`src/rtl/score_keeper.sv`:
```
// score_keeper: frame-tick driven game score with BCD digits, high score and IDLE/PLAY/OVER control.
module score_keeper #(
  parameter int FRAMES_PER_POINT = 8,
  parameter int MAX_SCORE        = 99
) (
  input  logic       i_clk,
  input  logic       i_rst_n,
  input  logic       i_frame_tick,
  input  logic       i_move,
  input  logic       i_collision,
  input  logic       i_start,
  output logic [6:0] o_score,
  output logic [3:0] o_score_tens,
  output logic [3:0] o_score_ones,
  output logic [6:0] o_high_score,
  output logic [1:0] o_state,
  output logic       o_new_high
);
  typedef enum logic [1:0] {IDLE = 2'b00, PLAY = 2'b01, OVER = 2'b10} state_t;
  localparam logic [7:0] HOLD_LAST = 8'(FRAMES_PER_POINT - 1);
  localparam logic [6:0] SCORE_MAX = 7'(MAX_SCORE);
  state_t     state, state_n;
  logic [6:0] score, score_n, high, high_n;
  logic [3:0] tens, tens_n, ones, ones_n;
  logic [7:0] hold, hold_n;
  logic       new_high, new_high_n;
  always_ff @(posedge i_clk or negedge i_rst_n) begin
    if (!i_rst_n) begin
      state    <= IDLE;
      score    <= '0;
      tens     <= '0;
      ones     <= '0;
      hold     <= '0;
      high     <= '0;
      new_high <= 1'b0;
    end else begin
      state    <= state_n;
      score    <= score_n;
      tens     <= tens_n;
      ones     <= ones_n;
      hold     <= hold_n;
      high     <= high_n;
      new_high <= new_high_n;
    end
  end
  always_comb begin
    state_n    = state;
    score_n    = score;
    tens_n     = tens;
    ones_n     = ones;
    hold_n     = hold;
    high_n     = high;
    new_high_n = new_high;
    case (state)
      IDLE: begin
        score_n = '0;
        tens_n  = '0;
        ones_n  = '0;
        hold_n  = '0;
        state_n = i_start ? PLAY : IDLE;
      end
      PLAY: begin
        if (i_collision) begin
          state_n    = OVER;
          new_high_n = score > high;
          high_n     = (score > high) ? score : high;
        end else if (i_frame_tick) begin
          // releasing the button restarts accumulation toward the next point
          hold_n = (!i_move || hold == HOLD_LAST) ? 8'd0 : hold + 8'd1;
          if (i_move && hold == HOLD_LAST && score != SCORE_MAX) begin
            score_n = score + 7'd1;
            tens_n  = (ones == 4'd9) ? tens + 4'd1 : tens;
            ones_n  = (ones == 4'd9) ? 4'd0 : ones + 4'd1;
          end
        end
      end
      OVER: begin
        if (i_start) begin
          state_n    = PLAY;
          score_n    = '0;
          tens_n     = '0;
          ones_n     = '0;
          hold_n     = '0;
          new_high_n = 1'b0;
        end
      end
      default: state_n = IDLE;
    endcase
  end
  assign o_score      = score;
  assign o_score_tens = tens;
  assign o_score_ones = ones;
  assign o_high_score = high;
  assign o_state      = state;
  assign o_new_high   = new_high;
endmodule

```
`config.mk`:
```
export PLATFORM = sky130hd
export DESIGN_NAME = score_keeper
export DESIGN_NICKNAME = d
export VERILOG_FILES = /design/src/rtl/score_keeper.sv
export SDC_FILE = /design/constraint.sdc
export NUM_CORES = 1
export LEC_CHECK = 0
export BUFFER_PORTS_ARGS = -buffer_cell sky130_fd_sc_hd__buf_4
export CORE_MARGIN = 10
export CORE_UTILIZATION = 56
export DETAILED_ROUTE_END_ITERATION = 10
export GPL_TIMING_DRIVEN = 0
export PLACE_DENSITY_LB_ADDON = 0.25
export REMOVE_ABC_BUFFERS = 1
export SETUP_SLACK_MARGIN = 0.02
export SLEW_MARGIN = 10
export SYNTH_ARGS = -nofsm -noshare
export SYNTH_HDL_FRONTEND = slang
export SYNTH_SLANG_ARGS = --single-unit
```
`constraint.sdc`:
```
create_clock -name i_clk -period 2.4 [get_ports i_clk]
set_input_delay 0.12 -clock i_clk [delete_from_list [all_inputs] [get_ports i_clk]]
set_output_delay 0.12 -clock i_clk [all_outputs]
set_load 0.03 [all_outputs]
```
==> flow_summary.toml <==
[logic_synthesis]
synth-seq-area-share = 0.440
synth_top_area_cell = "dfrtp_1"
synth_enable_flop_cells = 0
ys_ff_latch = 33
synth_top_cell_area_share = 0.440
async_flop_share = 1.00
synthFlopType = "dfrtp_1"
synthDistinctLibCells = 40
syn_avg_cell_area_um2 = 9.47
netlist_instances = 198
ys.warnings.count = 0
synth.cell_area_um2 = 1880
ys_top_cells_by_area = "dfrtp_1 44%, ha_1 8.0%, o21ai_0 5.1%"

[global_routing]
grt_util_all_layers = 0.148
grt_first_pass_wirelength_um = 7310
grt_max_degree = 34
grt_overflow = 0
antenna_found_initial = 0
grt_pass1_vias = 1612

[timing]
period_needed_ns = 2.23
tightest_slew_ns = 0.661
hold_violations = 0
drv_slew = 0
fmax_mhz = 449
fin_tns_setup_ns = 0
rsz0062_at_grt = "no"
slew_headroom = 0.559
holdWs_ns = 0.0760
finalSetupViolations = 0
timing.final.crit_share = 0.928
skew_ns = 0.00935

[power]
netSwitchingPower_mw = 0.376
p_seq_frac = 0.528
p_leak_nw = 1.04
p_per_area_nw_per_um2 = 495
ir_drop_v = 0.000397
p_clk_frac = 0.278
switching_share = 0.338
internal_power_mw = 0.738
comb_power_share = 0.194

[setup_path]
cp-end-kind = "flip-flop"
r2r_setup_slack_ns = 0.17
rr_worst_depth = 5
arrival_ns = 2.52
r2r_end = "o_score[2]$_DFFE_PN0P_"
critPathMaxFanout = 9
startpoint_type = "flip-flop"
worstPathRequired_ns = 2.69
rr_startpoint = "hold[4]$_DFFE_PN0P_"
worst-setup-path-type = "reg -> reg"

[clocking]
ctsLongestPathBuffers = 2
clk_pin_slew_ns = 0.11
cts_buffers = 5
clk_latency_ns = 0.35
ctsRootBufferMaster = "clkbuf_4"
cts_tree = "yes"
post_cts_buffers = 0
h-tree-depth = 2
clock-sinks = 33

[route]
drtIter0Drc = 126
ant_nets = 0
via_per_inst = 5.95
wl_um = 4430
drc = 0
wire_per_inst_um = 15.8
firstDrtPassIters = 4
vias = 1667

[finish]
insertedDiodeCount = 0
area_delta_synth_final_pct = 20.1
fill_cells = 241
layout.nets = 253
drive_gt1_frac = 0.246

[floorplanning]
core-area_um2 = 3130
die_area_um2 = 6060
die_h_um = 77.9
initial_core_util = 0.600
die_x_um = 77.9
ios = 31
rows = 20

[worst_hold_path]
holdCritPathClass = "in -> reg"
holdPathStages = 3
hold_start = "i_frame_tick"
min_to = "hold[4]$_DFFE_PN0P_"

[status]
status = "complete, no violations"

[place]
gp_congestion = 0.856
io_buffer_count = 30
dp.final_hpwl_um = 3300

[job]
cap_violations = 0
[logic make-up (layout without fill, tap and decap cells)]
group / Yosys count / count (layout) / synth area share
compound gates: 51 / 51 / 0.173
mux: 8 / 8 / 0.0480
xor+xnor: 3 / 3 / 0.0140
flops: 33 / 33 / 0.440
simple gates: 74 / 74 / 0.211
fa+ha+maj: 12 / 12 / 0.0801
buf+inv: 17 / 55 / 0.0340
[flip-flops by register name, indices dropped and copies added (netlist names)]
register / flops
o_new_high: 1
o_high_score: 7
hold: 8
o_score_tens: 4
o_score: 7
o_score_ones: 4
o_state: 2
[metal layers]
metal | track usage | wire (um) | part of all wire
met5 | 0 | 0 | 0
met4 | 0.0675 | 72 | 0.016
met3 | 0.0599 | 373 | 0.084
met2 | 0.244 | 2140 | 0.48
met1 | 0.163 | 1850 | 0.42
[what timing repair did]
action | in CTS | in global routing
gates resized for setup | 0 | 3
endpoints found under the hold margin | 35 | 0
setup endpoints to repair | 0 | 17
hold buffers | 4 | 0
[cells in the final DEF (no fill, tap or decap), types with 5 or more instances in the layout]
cell type	synthesis	layout
buf_4	0	30
nand3_1	9	9
nand2_1	21	21
ha_1	12	12
o31ai_1	5	5
nor2_1	12	12
o21ai_0	19	19
inv_1	12	12
mux2_2	8	8
dfrtp_1	33	33
clkbuf_4	0	5
a21oi_1	8	7
[metrics by stage]
stage | utilization | instance area [um^2] | power (mW) | instances | setup WS [ns]
2_1_floorplan | - | 1860 | 0.719 | 194 | 0.206
3_3_place_gp | 0.684 | 2140 | 0.789 | 268 | 0.0851
3_5_place_dp | 0.684 | 2140 | 0.797 | 268 | 0.0250
4_1_cts | 0.715 | 2240 | 1.12 | 280 | 0.0242
5_1_grt | 0.720 | 2250 | 1.17 | 280 | 0.0698
6_report | 0.720 | 2250 | 1.11 | 280 | 0.173
[worst max-delay path, cell delays in order, from the launching register on]
cell and delay, ns:
dfrtp_1 0.44, or4_4 0.56, nor3_4 0.30, nand3_1 0.30, or4_1 0.47, nand3_1 0.09
[cell usage after synthesis, types with 2 or more instances]
cell type	n
a21o_1	3
a21oi_1	8
a22o_1	4
a31oi_1	3
clkbuf_1	4
dfrtp_1	33
ha_1	12
inv_1	12
mux2_2	8
nand2_1	21
nand2b_1	3
nand3_1	9
nand4_1	4
nor2_1	12
nor2b_1	3
nor3_1	4
nor3b_1	2
o21ai_0	19
o31ai_1	5
or2_2	4
or4_1	4
xnor2_1	3
[power groups by stage]
stage | Clock (mW) | Sequential, mW | Combinational, mW
floorplan | 0 | 0.607 | 0.112
global placement | 0 | 0.598 | 0.192
detailed placement | 0 | 0.599 | 0.198
CTS | 0.327 | 0.588 | 0.207
global route | 0.346 | 0.590 | 0.233
finish | 0.310 | 0.588 | 0.216
[worst max path at each step]
stage | cells after the start | slack, ns | to | startpoint
6_report | 5 | 0.17 | o_score[2]$_DFFE_PN0P_ | hold[4]$_DFFE_PN0P_
5_1_grt | 5 | 0.07 | o_score[2]$_DFFE_PN0P_ | hold[4]$_DFFE_PN0P_
4_1_cts | 5 | 0.02 | o_score_ones[3]$_DFFE_PN0P_ | o_state[0]$_DFFE_PN0P_
3_5_place_dp | 5 | 0.03 | o_score_ones[3]$_DFFE_PN0P_ | o_state[0]$_DFFE_PN0P_
3_3_place_gp | 5 | 0.09 | o_score_ones[3]$_DFFE_PN0P_ | o_state[0]$_DFFE_PN0P_
2_1_floorplan | 6 | 0.21 | o_high_score[0]$_DFFE_PN0P_ | o_score[1]$_DFFE_PN0P_
[layout make-up]
type	instances	area [um^2]	area share
multi-input combinational	148	1000	0.445
sequential	33	826	0.367
timing repair buffer	34	265	0.118
tap	44	55.1	0.0244
inverter	13	48.8	0.0217
clock buffer	5	37.5	0.0167
clock inverter	3	17.5	0.00778
Note: power is estimated with default switching activity, not from simulation.
